`config.mk`:
```
export PLATFORM = sky130hd
export DESIGN_NAME = ps2_host_tx
export DESIGN_NICKNAME = d
export VERILOG_FILES = /design/src/rtl/ps2_pkg.sv /design/src/rtl/ps2_line_filter.sv /design/src/rtl/ps2_host_tx.sv
export SDC_FILE = /design/constraint.sdc
export NUM_CORES = 1
export LEC_CHECK = 0
export ABC_AREA = 1
export BUFFER_PORTS_ARGS = -buffer_cell sky130_fd_sc_hd__buf_2
export CORE_MARGIN = 1
export CORE_UTILIZATION = 55
export CTS_CLUSTER_DIAMETER = 100
export CTS_CLUSTER_SIZE = 40
export DETAILED_ROUTE_END_ITERATION = 10
export PLACE_DENSITY = 0.73
export SYNTH_ARGS = -nofsm -noshare
export SYNTH_HDL_FRONTEND = slang
export SYNTH_SLANG_ARGS = --single-unit
export TNS_END_PERCENT = 30
```
`constraint.sdc`:
```
create_clock -name clk -period 1.7 [get_ports clk]
set_input_delay 0.255 -clock clk [delete_from_list [all_inputs] [get_ports clk]]
set_output_delay 0.255 -clock clk [all_outputs]
set_load 0.02 [all_outputs]
```
`src/rtl/ps2_pkg.sv`:
```
// ---------------------------------------------------------------------------
// ps2_pkg
// Definitions shared by the PS/2 host transmitter and the receive decoder:
// the transmitter state encoding, common device command/response bytes and
// the PS/2 odd-parity helper.
// ---------------------------------------------------------------------------
package ps2_pkg;

    typedef enum logic [2:0] {
        IDLE,
        INHIBIT,
        REL,
        SHIFT,
        ACK,
        WAITIDLE
    } ps2_state_t;

    localparam logic [7:0] PS2_CMD_ENABLE = 8'hF4;  // enable data reporting
    localparam logic [7:0] PS2_CMD_RESET  = 8'hFF;  // device reset
    localparam logic [7:0] PS2_ACK        = 8'hFA;  // device acknowledge byte

    // PS/2 frames carry odd parity: the parity bit makes the total count of
    // ones across data and parity odd.
    function automatic logic odd_parity(input logic [7:0] data);
        return ~^data;
    endfunction

endpackage

```
`src/rtl/ps2_line_filter.sv`:
```
// ---------------------------------------------------------------------------
// ps2_line_filter
// Two-flop synchroniser followed by a glitch filter for one PS/2 line.
// A new level is accepted only after FILTER_LEN consecutive synchronised
// samples agree on it. Shared by the transmitter and the receive decoder.
//
// Ports:
//   clk    in   system clock
//   reset  in   synchronous active-high reset (line assumed idle/high)
//   raw    in   asynchronous pin level
//   level  out  filtered line level
//   fall   out  one-cycle strobe when level goes 1->0 (aligned with level)
// ---------------------------------------------------------------------------
module ps2_line_filter #(
    parameter int FILTER_LEN = 4
) (
    input  logic clk,
    input  logic reset,
    input  logic raw,
    output logic level,
    output logic fall
);

    localparam int            CW       = (FILTER_LEN > 1) ? $clog2(FILTER_LEN) : 1;
    localparam logic [CW-1:0] CNT_LAST = CW'(FILTER_LEN - 1);

    logic [1:0]    sync;
    logic [CW-1:0] cnt;    // consecutive samples disagreeing with level

    // NOTE: every register here is updated with non-blocking assignments so
    // all flops sample the values from before the edge, like real hardware.
    always_ff @(posedge clk) begin
        if (reset) begin
            sync  <= 2'b11;
            level <= 1'b1;
            cnt   <= '0;
            fall  <= 1'b0;
        end else begin
            sync <= {sync[0], raw};
            fall <= 1'b0;
            if (sync[1] == level) begin
                cnt <= '0;
            end else if (cnt == CNT_LAST) begin
                level <= sync[1];
                cnt   <= '0;
                fall  <= level;     // only a 1->0 change raises the strobe
            end else begin
                cnt <= cnt + CW'(1);
            end
        end
    end

endmodule

```
`src/rtl/ps2_host_tx.sv`:
```
// ---------------------------------------------------------------------------
// ps2_host_tx
// PS/2 host-to-device transmitter. Inhibits the bus, presents a start bit,
// then shifts out 8 data bits (LSB first), odd parity and stop on the device
// clock's falling edges, and checks the device's ACK bit.
// Lines are driven open-collector style: *_oe = 1 pulls the line low.
//
// Ports:
//   clk, reset      system clock, synchronous active-high reset
//   tx_data         command byte, captured when tx_start is accepted
//   tx_start        request strobe, accepted only while busy = 0
//   busy            high from acceptance until the bus is idle again
//   done            one-cycle pulse: device ACKed the byte
//   error           one-cycle pulse: device NACK or timeout
//   ps2_clk_in      raw PS/2 clock pin
//   ps2_data_in     raw PS/2 data pin
//   ps2_clk_oe      1 = pull PS/2 clock low
//   ps2_data_oe     1 = pull PS/2 data low
//
// Build option: define PS2_TX_INIT_EN to send PS2_CMD_ENABLE automatically
// 4*INHIBIT_CYCLES cycles after reset is released.
// ---------------------------------------------------------------------------
module ps2_host_tx
    import ps2_pkg::*;
#(
    parameter int INHIBIT_CYCLES = 1200,
    parameter int TIMEOUT_CYCLES = 220000,
    parameter int FILTER_LEN     = 4
) (
    input  logic       clk,
    input  logic       reset,
    input  logic [7:0] tx_data,
    input  logic       tx_start,
    output logic       busy,
    output logic       done,
    output logic       error,
    input  logic       ps2_clk_in,
    input  logic       ps2_data_in,
    output logic       ps2_clk_oe,
    output logic       ps2_data_oe
);

    localparam int            IW          = $clog2(INHIBIT_CYCLES);
    localparam int            TW          = $clog2(TIMEOUT_CYCLES);
    localparam logic [IW-1:0] INH_PRELAST = IW'(INHIBIT_CYCLES - 2);
    localparam logic [TW-1:0] TMO_LAST    = TW'(TIMEOUT_CYCLES - 1);

    logic clk_level, clk_fall;
    logic data_level;
    logic data_fall_unused;     // data edges carry no meaning for the sender

    ps2_line_filter #(.FILTER_LEN(FILTER_LEN)) u_clk_filter (
        .clk   (clk),
        .reset (reset),
        .raw   (ps2_clk_in),
        .level (clk_level),
        .fall  (clk_fall)
    );

    ps2_line_filter #(.FILTER_LEN(FILTER_LEN)) u_data_filter (
        .clk   (clk),
        .reset (reset),
        .raw   (ps2_data_in),
        .level (data_level),
        .fall  (data_fall_unused)
    );

    ps2_state_t    state;
    logic [7:0]    byte_q;
    logic          parity;
    logic [IW-1:0] inh_cnt;
    logic [TW-1:0] tmo_cnt;
    logic [3:0]    bit_idx;

    logic       start_req;
    logic [7:0] start_byte;

`ifdef PS2_TX_INIT_EN
    localparam int            INIT_CYCLES = 4 * INHIBIT_CYCLES;
    localparam int            NW          = $clog2(INIT_CYCLES);
    localparam logic [NW-1:0] INIT_LAST   = NW'(INIT_CYCLES - 1);

    logic [NW-1:0] init_cnt;
    logic          init_pending;    // start-up command not yet accepted
    logic          init_fire;

    always_ff @(posedge clk) begin
        if (reset) begin
            init_cnt     <= '0;
            init_pending <= 1'b1;
        end else if (init_pending) begin
            if (init_cnt != INIT_LAST)
                init_cnt <= init_cnt + NW'(1);
            else if (state == IDLE)
                init_pending <= 1'b0;
        end
    end

    // The internal request takes priority, so a simultaneous external
    // tx_start is dropped like any other request arriving while busy.
    assign init_fire  = init_pending && (init_cnt == INIT_LAST) && (state == IDLE);
    assign start_req  = init_fire | tx_start;
    assign start_byte = init_fire ? PS2_CMD_ENABLE : tx_data;
`else
    assign start_req  = tx_start;
    assign start_byte = tx_data;
`endif

    always_ff @(posedge clk) begin
        if (reset) begin
            state       <= IDLE;
            busy        <= 1'b0;
            done        <= 1'b0;
            error       <= 1'b0;
            ps2_clk_oe  <= 1'b0;
            ps2_data_oe <= 1'b0;
            byte_q      <= '0;
            parity      <= 1'b0;
            inh_cnt     <= '0;
            tmo_cnt     <= '0;
            bit_idx     <= '0;
        end else begin
            done  <= 1'b0;
            error <= 1'b0;
            case (state)
                IDLE: begin
                    if (start_req) begin
                        byte_q     <= start_byte;
                        parity     <= odd_parity(start_byte);
                        busy       <= 1'b1;
                        ps2_clk_oe <= 1'b1;
                        inh_cnt    <= '0;
                        state      <= INHIBIT;
                    end
                end
                INHIBIT: begin
                    inh_cnt <= inh_cnt + IW'(1);
                    // Decided one edge early so the start bit is on the line
                    // during the final inhibit cycle.
                    if (inh_cnt == INH_PRELAST) begin
                        ps2_data_oe <= 1'b1;
                        state       <= REL;
                    end
                end
                REL: begin
                    ps2_clk_oe <= 1'b0;
                    bit_idx    <= '0;
                    tmo_cnt    <= '0;
                    state      <= SHIFT;
                end
                SHIFT, ACK: begin
                    // A fall in the same cycle as expiry wins over the timeout.
                    if (clk_fall) begin
                        tmo_cnt <= '0;
                        if (state == ACK) begin
                            if (data_level)
                                error <= 1'b1;
                            else
                                done  <= 1'b1;
                            state <= WAITIDLE;
                        end else begin
                            if (bit_idx != 4'hF)
                                bit_idx <= bit_idx + 4'd1;
                            if (bit_idx < 4'd8) begin
                                ps2_data_oe <= ~byte_q[bit_idx[2:0]];
                            end else if (bit_idx == 4'd8) begin
                                ps2_data_oe <= ~parity;
                            end else begin
                                ps2_data_oe <= 1'b0;   // stop bit: release
                                state       <= ACK;
                            end
                        end
                    end else if (tmo_cnt == TMO_LAST) begin
                        ps2_clk_oe  <= 1'b0;
                        ps2_data_oe <= 1'b0;
                        error       <= 1'b1;
                        busy        <= 1'b0;
                        state       <= IDLE;
                    end else begin
                        tmo_cnt <= tmo_cnt + TW'(1);
                    end
                end
                WAITIDLE: begin
                    if (clk_level && data_level) begin
                        busy  <= 1'b0;
                        state <= IDLE;
                    end
                end
                default: state <= IDLE;
            endcase
        end
    end

endmodule

```
; ---- Word-level counts from Yosys, hierarchy flattened
; Index checks and enable logic that the tools add are counted.
[word_totals]
in_bits = 13
register_bits = 61
word_cells = 120
output_inout_bits = 5
[classes]
eq_ne = 26
n_reduce_logical = 24
muxes = 37
bitwise = 8
addsub = 5
n_lt_le_gt_ge = 2
[op_table]
columns = operator, count
row1 = two-way mux 18 bit, 2
row2 = one-hot mux 18 bit (2 select lines), 1
row3 = two-way mux 3 bit, 8
row4 = one-hot mux 11 bit (2 select lines), 1
row5 = adder 18 x 1 -> 18 bit (second input constant), 1
row6 = equality test 18 bit (second input constant), 1
row7 = two-way mux 1 bit, 15
row8 = one-hot mux 3 bit (5 select lines), 1
row9 = != test 2 bit (second input constant), 7
row10 = two-way mux 4 bit, 3
row11 = != test 4 bit (second input constant), 3
row12 = AND reduction 4 bit, 3
row13 = adder 11 x 1 -> 11 bit (second input constant), 1
row14 = equality test 11 bit (second input constant), 1
row15 = two-way mux 11 bit, 1
row16 = AND reduction 2 bit, 5
row17 = OR reduction 3 bit, 3
row18 = NOT 1 bit, 8
row19 = one-hot mux 4 bit (2 select lines), 1
row20 = XNOR reduction 8 bit, 1
row21 = equality test 3 x 2 -> 1 bit (second input constant), 2
row22 = equality test 3 bit (second input constant), 2
row23 = != test 3 x 2 -> 1 bit (second input constant), 2
row24 = one-hot mux 1 bit (3 select lines), 2
row25 = 20 further kinds, 27

; ---- Depth between registers and ports, before layout
; Gate-level depths: netlist of run 1.
[depth]
depth_word = 7
ltp_mapped = 11
depth_no_buf = 11

; ---- Modules after synthesis
; A second synthesis of run 1 with hierarchy kept.
[unflattened]
cells_unflattened = 497
area_unflattened_um2 = 3410.8
[modules_own_cells]
columns = mod, n_inst, cells_per_inst, area_each_um2, seq_area_each_um2
row1 = ps2_host_tx, 1, 453, 3012.9, 1001.0
row2 = ps2_line_filter, 2, 22, 198.9, 120.1

; ---- Least setup slack after synthesis of run 1
; Ideal clock, no wire load.
[synth_timing]
path_kind = reg-to-reg
start = register tmo_cnt[0]
end = register tmo_cnt[14]
synth_period_minus_slack_ns = 1.502
t_arrival_ns = 1.432
stages_incl_launch_ff = 11
slack_ns = 0.198
path_buffers = 1
t_required_ns = 1.630
setup_time_ns = 0.070
path_cell_list = dfxtp_1 ha_1 nand3_1 inv_1 nand3_2 nand2_2 nand2_2 buf_6 nand2_1 nand2_1 a21oi_1
[synth_between]
elab_chain_len = 4
elab_cells_between_ends = 7
classes_between = 1 x add/sub / 2 x eq/ne / 3 x mux / 1 x reduce/logical
[synth_rtl]
columns = element, line
row1 = start: declaration, ps2_host_tx.sv:72  ; logic [TW-1:0] tmo_cnt;
row2 = start signal: assignment, ps2_host_tx.sv:180  ; tmo_cnt <= tmo_cnt + TW'(1);
row3 = adder 18 x 1 -> 18 bit, ps2_host_tx.sv:180
row4 = two-way mux 18 bit, ps2_host_tx.sv:173  ; end else if (tmo_cnt == TMO_LAST) begin
row5 = two-way mux 18 bit, ps2_host_tx.sv:153  ; if (clk_fall) begin
row6 = one-hot mux 18 bit (2 select lines), ps2_host_tx.sv:125  ; case (state)
; Parallel ways exist; a longest one is shown, timed or not. The select of a mux whose other input is x is not followed.
; A chain may end at the register's enable or synchronous reset.

; ---- Final worst setup path of run 1
[layout_timing]
start = register tmo_cnt[12]
end = register tmo_cnt[8]
[layout_between]
elab_chain_len = 3
[layout_rtl]
columns = element, line
row1 = equality test 18 bit, ps2_host_tx.sv:173
row2 = != test 3 x 2 -> 1 bit (no line), n/a
row3 = AND reduction 2 bit (no line), n/a
; Every way passes these cells.

==> results of run 1 <==
## cell type report
type	instances	area share
timing repair buffer	33	0.0566
clock inverter	4	0.0189
sequential	61	0.319
inverter	79	0.0771
tap	75	0.0244
clock buffer	12	0.0352
multi-input combinational	354	0.468
## cells in the mapped netlist, types with 2 or more instances
master,number,area (µm²)
sky130_fd_sc_hd__nand2_1,107,402
sky130_fd_sc_hd__nand2_2,6,37.5
sky130_fd_sc_hd__nand3_2,3,30.0
sky130_fd_sc_hd__a21oi_1,37,185
sky130_fd_sc_hd__clkbuf_1,4,15.0
sky130_fd_sc_hd__or2_2,5,31.3
sky130_fd_sc_hd__nand2_4,2,22.5
sky130_fd_sc_hd__nand4_1,14,87.6
sky130_fd_sc_hd__xor2_1,3,26.3
sky130_fd_sc_hd__ha_1,7,87.6
sky130_fd_sc_hd__xnor2_1,4,35.0
sky130_fd_sc_hd__nand2b_1,2,12.5
sky130_fd_sc_hd__inv_2,5,18.8
sky130_fd_sc_hd__nor2_1,57,214
sky130_fd_sc_hd__nor2_4,2,22.5
sky130_fd_sc_hd__o22ai_1,3,18.8
sky130_fd_sc_hd__inv_1,73,274
sky130_fd_sc_hd__nor3_1,14,70.1
sky130_fd_sc_hd__a211oi_1,3,22.5
sky130_fd_sc_hd__o21ai_0,24,120
sky130_fd_sc_hd__buf_6,3,33.8
sky130_fd_sc_hd__dfxtp_1,61,1220
sky130_fd_sc_hd__nand3_1,50,250
## power by group through the flow
stage          Sequential (µW)  Clock, µW  Combinational (µW)
2_1_floorplan             1810          0                1530
3_3_place_gp              1790          0                1950
6_report                  1780       1390                2080
4_1_cts                   1770       1410                2020
5_1_grt                   1800       1480                2320
3_5_place_dp              1800          0                2000
## metal layers
metal | GRT usage | vias up | routed length [µm]
met4 | 0.125 | 0 | 176
li1 | - | 1701 | -
met2 | 0.475 | 90 | 3830
met1 | 0.305 | 1482 | 3530
met3 | 0.0560 | 18 | 373
met5 | 0 | - | 0
## registers in the layout (all words and copies together) (netlist names)
| register | flops |
|---|---|
| tmo_cnt | 18 |
| inh_cnt | 11 |
| byte_q | 8 |
| bit_idx | 4 |
| state | 3 |
| u_clk_filter.cnt | 2 |
| u_clk_filter.sync | 2 |
| u_data_filter.cnt | 2 |
| u_data_filter.sync | 2 |
| busy | 1 |
| done | 1 |
| error | 1 |
| parity | 1 |
| ps2_clk_oe | 1 |
| ps2_data_oe | 1 |
| u_clk_filter.fall | 1 |
| u_clk_filter.level | 1 |
| u_data_filter.level | 1 |
## stage by stage
| stage | hold WS [ns] | utilization | instance area [µm²] | power, µW |
|---|---|---|---|---|
| final | 0.0832 | 0.653 | 3840 | 5250 |
| after global routing | 0.0746 | 0.653 | 3840 | 5610 |
| after CTS | 0.0737 | 0.645 | 3800 | 5200 |
| after detailed placement | 0.396 | 0.610 | 3590 | 3800 |
| after global placement | 0.391 | 0.610 | 3590 | 3740 |
| after floorplan | 0.359 | - | 3340 | 3340 |
## path summary, 6_finish.rpt
| path | slack, ns | endpoint | from | depth (start not counted) |
|---|---|---|---|---|
| max | 0.11 | tmo_cnt[8] | tmo_cnt[12] | 9 |
| min | 0.08 | u_data_filter.sync[0] | ps2_data_in | 2 |
| max reg2reg | 0.11 | tmo_cnt[8] | tmo_cnt[12] | 9 |
| min reg2reg | 0.41 | u_clk_filter.sync[1] | u_clk_filter.sync[0] | 1 |
## cell families (layout without fill, tap and decap cells)
logic type,count (synthesis),count (layout),share of synthesized area
AND/OR/NAND/NOR,266,266,0.363
buffers and inverters,89,128,0.108
AO/OA/AOI/OAI,74,74,0.120
flip-flops,61,61,0.365
adder cells (fa/ha/maj),7,7,0.0262
XOR/XNOR,7,7,0.0183
## worst register-to-register path, delay by kind of cell (launching register included)
family                 cells  cell delay, ns
buffers and inverters      2            0.25
AOI/OAI and AO/OA          1            0.16
DFF                        1            0.39
and+or+nand+nor            6            0.74
## timing repair
item                                    4_1_cts  5_1_grt
endpoints found under the setup margin        0       19
hold endpoints to repair                      0        0
resized for setup                             0       15
==> flow_metrics.tcl, run 1 <==
set metrics [dict create \
    finalWeightedCongestion 0.978 \
    die_area_mm2 0.00640 \
    ys_ff_latch 61 \
    crit_slowest_cell "sky130_fd_sc_hd__dfxtp_1" \
    mappedNetlistNets 524 \
    setup_viol 0 \
    clock-sinks 61 \
    sequential_cell_area_mm2 0.00123 \
    power.ir.vdd_worst_uv 728 \
    share_clk_of_total_power 0.265 \
    power.switching_uw 2130 \
    synthesis.yosys.warnings 0 \
    drt-initial-drc-count 161 \
    max-clock-path-buffers 2 \
    placement.setup.worst_slack_ns 0.0466 \
    hp-class "input port to flip-flop" \
    area_of_the_core_mm2 0.00589 \
    timing.final.max_slew_violations 0 \
    global_route.usage.total 0.268 \
    final.fill_count 527 \
    syn_inst 504 \
    pwr-share-comb 0.396 \
    clkSlewWorstSetupHoldPaths_ns 0.06 \
    syn_to_final_growth_pct 14.9 \
    floorplan.initialDensity 0.568 \
    post-cts-setup-buffer-count 0 \
    path_class "flip-flop to flip-flop" \
    crit_end_element "flip-flop" \
    post_layout_nonfiller_instances 618 \
    max-cap-violations 0 \
    worstPathArrival_ns 1.87 \
    power_density_mw_per_mm2 1360 \
    drt_drc_violations_left 0 \
    htree_levels 3 \
    dr.pass1.iters 5 \
    core.rowCount 28 \
    syn_area_per_cell_um2 6.64 \
    yosys_most_used_dff "sky130_fd_sc_hd__dfxtp_1" \
    timing.final.hold_violations 0 \
    p_leak_uw 0.00159 \
    critPathBufInv 2 \
    sequential_power_share 0.339 \
    critical_path.top_delay_family "simple AND/OR/NAND/NOR gates" \
    worst_slew_pin_slew_ns 0.452 \
    post_synth_instance_area_mm2 0.00334 \
    routedWlPerCell_um 12.8 \
    edff_count_synth 0 \
    via_density_per_instance 5.33 \
    cells_after_dpl 602 \
    ys_async_sr_fraction 0 \
    detail-route-antenna-nets 0 \
    period_minus_slack_ns 1.59 \
    cp_cell_instances "nand2_1 -> inv_2 -> nand2_1 -> nor2_1 -> nand3_2 -> nand2_4 -> buf_4 -> nand3_1 -> a21oi_1" \
    clock_latency_ns 0.36 \
    detailedPlacementHpwl_um 5860 \
    ys_seq_area_frac 0.365 \
    grt_pass1_wl_um 13200 \
    clock-skew-final_ns 0.0105 \
    final_layout_size_suffix_gt1_frac 0.157 \
    max_freq_ghz 0.628 \
    mostFrequentLayoutCell "sky130_fd_sc_hd__nand2_1" \
    multiInputGateArea_mm2 0.00180 \
    boundaryPins 18 \
    grt_setup_unrepaired "false" \
    tritoncts "yes" \
    postCtsHoldBufs 0 \
    internal_power_uw 3120 \
    critPathRequiredTime_ns 1.98 \
    port_buffers 17 \
    post_route_setup_slack_ns 0.107 \
    power_switching_share 0.406 \
    routed_wl_um 7910 \
    status "completed" \
    cpPeakStageDelay_ns 0.39 \
    crit_path_start_kind "flip-flop" \
    worst_slew_margin_rel 0.698 \
    cts_buffers 9 \
    die_span_in_y_um 80.0 \
    grt_overflow 0 \
    nNetsFinal 558 \
    worst_path_most_repeated_cell "sky130_fd_sc_hd__nand2_1" \
    die_width_um 80.0 \
    final_cell_mix "sky130_fd_sc_hd__nand2_1, sky130_fd_sc_hd__inv_1, sky130_fd_sc_hd__nor2_1, sky130_fd_sc_hd__dfxtp_1, sky130_fd_sc_hd__nand3_1" \
    final_min_period_over_clock_period 0.937 \
    initial_antenna_violation_count 0 \
    insertedDiodeCount 0 \
    maximum_number_of_pins_on_one_net_before_global_route_repair 22 \
    critical_path.max_fanout 7 \
    ys_types 38 \
    tns_ns 0 \
    vias 3291 \
    grt_pass1_vias 3048 \
    clock-root-buffer "sky130_fd_sc_hd__clkbuf_8" \
]
Power figures use the tool's default switching activity.
==> run 2: changes to the inputs <==
--- a/config.mk
+++ b/config.mk
@@ -9,6 +9,7 @@
 export BUFFER_PORTS_ARGS = -buffer_cell sky130_fd_sc_hd__buf_2
 export CORE_MARGIN = 1
 export CORE_UTILIZATION = 55
+export CTS_BUF_LIST = sky130_fd_sc_hd__clkbuf_4
 export CTS_CLUSTER_DIAMETER = 100
 export CTS_CLUSTER_SIZE = 40
 export DETAILED_ROUTE_END_ITERATION = 10
==> flow_metrics.tcl, run 2 (synthesized netlist as in run 1, its figures left out) <==
set metrics [dict create \
    max-cap-violations 0 \
    insertedDiodeCount 0 \
    clock-root-buffer "sky130_fd_sc_hd__clkbuf_4" \
    final_cell_mix "sky130_fd_sc_hd__nand2_1, sky130_fd_sc_hd__inv_1, sky130_fd_sc_hd__nor2_1, sky130_fd_sc_hd__dfxtp_1, sky130_fd_sc_hd__nand3_1" \
    holdWs_ns 0.129 \
    clock-skew-final_ns 0.0147 \
    worstPathArrival_ns 1.94 \
    die_area_mm2 0.00640 \
    worst_slew_margin_rel 0.691 \
    hp-class "input port to flip-flop" \
    dr.pass1.iters 4 \
    clkSlewWorstSetupHoldPaths_ns 0.11 \
    max_freq_ghz 0.630 \
    drt-initial-drc-count 170 \
    registers.top_by_ff_count "tmo_cnt" \
    status "completed" \
    die_width_um 80.0 \
    htree_levels 3 \
    path_class "flip-flop to flip-flop" \
    syn_to_final_growth_pct 14.3 \
    power_density_mw_per_mm2 1320 \
    crit_end_element "flip-flop" \
    boundaryPins 18 \
    period_minus_slack_ns 1.59 \
    drt_drc_violations_left 0 \
    floorplan.initialDensity 0.568 \
    nNetsFinal 560 \
    critical_path.max_fanout 7 \
    max-clock-path-buffers 2 \
    grt_overflow 0 \
    crit_path_start_kind "flip-flop" \
    reg_top3 "tmo_cnt x18, inh_cnt x11, byte_q x8" \
    final_layout_size_suffix_gt1_frac 0.161 \
    largest_register_ffs 18 \
    routed_wl_um 7910 \
    final_min_period_over_clock_period 0.933 \
    mostFrequentLayoutCell "sky130_fd_sc_hd__nand2_1" \
    vias 3281 \
    worst_slew_pin_slew_ns 0.463 \
    global_route.usage.total 0.266 \
    detail-route-antenna-nets 0 \
    critPathRequiredTime_ns 2.06 \
    timing.final.max_slew_violations 0 \
    via_density_per_instance 5.29 \
    clock-sinks 61 \
    detailedPlacementHpwl_um 5860 \
    cells_after_dpl 602 \
    power.ir.vdd_worst_uv 721 \
    post_layout_nonfiller_instances 620 \
    cts_buffers 9 \
    tritoncts "yes" \
    setup_viol 0 \
    grt_pass1_wl_um 13100 \
    core.rowCount 28 \
    grt_pass1_vias 3046 \
    finalWeightedCongestion 0.978 \
    tns_ns 0 \
    port_buffers 17 \
    clock_latency_ns 0.43 \
    initial_antenna_violation_count 0 \
    p_leak_uw 0.00159 \
    area_of_the_core_mm2 0.00589 \
    routedWlPerCell_um 12.8 \
    maximum_number_of_pins_on_one_net_before_global_route_repair 22 \
    final_core_util 0.649 \
    timing.final.hold_violations 0 \
    die_span_in_y_um 80.0 \
]
==> run 2: cell count changes in the layout (fill, tap and decap cells not counted) <==
cell and change:
sky130_fd_sc_hd__clkbuf_1 -3, sky130_fd_sc_hd__ha_1 +1, sky130_fd_sc_hd__nor3_2 +1, sky130_fd_sc_hd__dlygate4sd3_1 +2
sky130_fd_sc_hd__ha_2 -1, sky130_fd_sc_hd__nor3_1 -1, sky130_fd_sc_hd__clkbuf_8 -9, sky130_fd_sc_hd__clkbuf_4 +12
==> run 2: worst paths after layout <==
check                             from              endpoint  slack [ns]  cells after the start
hold / removal              tx_data[0]             byte_q[0]        0.13                      3
hold reg to reg   u_clk_filter.sync[0]  u_clk_filter.sync[1]        0.41                      1
setup reg to reg           tmo_cnt[12]            tmo_cnt[8]        0.11                      9
setup / recovery           tmo_cnt[12]            tmo_cnt[8]        0.11                      9
==> run 2: cell type report <==
cell class,instances,area (µm²)
Timing Repair Buffer,35,238
Clock inverter,4,72.6
Tap cell,75,93.8
Sequential cell,61,1230
Inverter,79,297
Multi-Input combinational cell,354,1800
Clock buffer,12,90.1
Fill cell,540,2060
==> run 2: critical path, cell delays in order, from the launching register on <==
cell and delay [ns]:
sky130_fd_sc_hd__dfxtp_1 0.41, sky130_fd_sc_hd__nand2_1 0.14, sky130_fd_sc_hd__inv_2 0.07, sky130_fd_sc_hd__nand2_1 0.05, sky130_fd_sc_hd__nor2_1 0.14, sky130_fd_sc_hd__nand3_2 0.17, sky130_fd_sc_hd__nand2_4 0.14, sky130_fd_sc_hd__buf_4 0.17
sky130_fd_sc_hd__nand3_1 0.08, sky130_fd_sc_hd__a21oi_1 0.15
==> run 2: repair_timing <==
action,CTS,global route
endpoints found under the hold margin,2,0
setup endpoints to repair,0,19
hold buffers,2,0
setup buffers,0,0
gates resized for setup,0,15
==> run 2: stage by stage <==
step / power, µW / instance area [µm²] / setup slack (ns)
after global placement: 3740 / 3590 / 0.127
final: 5040 / 3820 / 0.113
after CTS: 4990 / 3770 / 0.0290
after global routing: 5390 / 3820 / -0.00209
after detailed placement: 3800 / 3590 / 0.0466
after floorplan: 3340 / 3340 / 0.198
==> run 2: report_power, final <==
group	internal (µW)	switching, µW
combinational	669	1410
sequential	1620	153
clock	644	541
total	2940	2100
==> run 2: metal layers <==
metal  wire length, µm  track usage  up-vias
met5                 0            0        -
met4               171        0.109        0
met3               388       0.0663       20
met2              3860        0.475       82
met1              3490        0.300     1475
li1                  -            -     1704
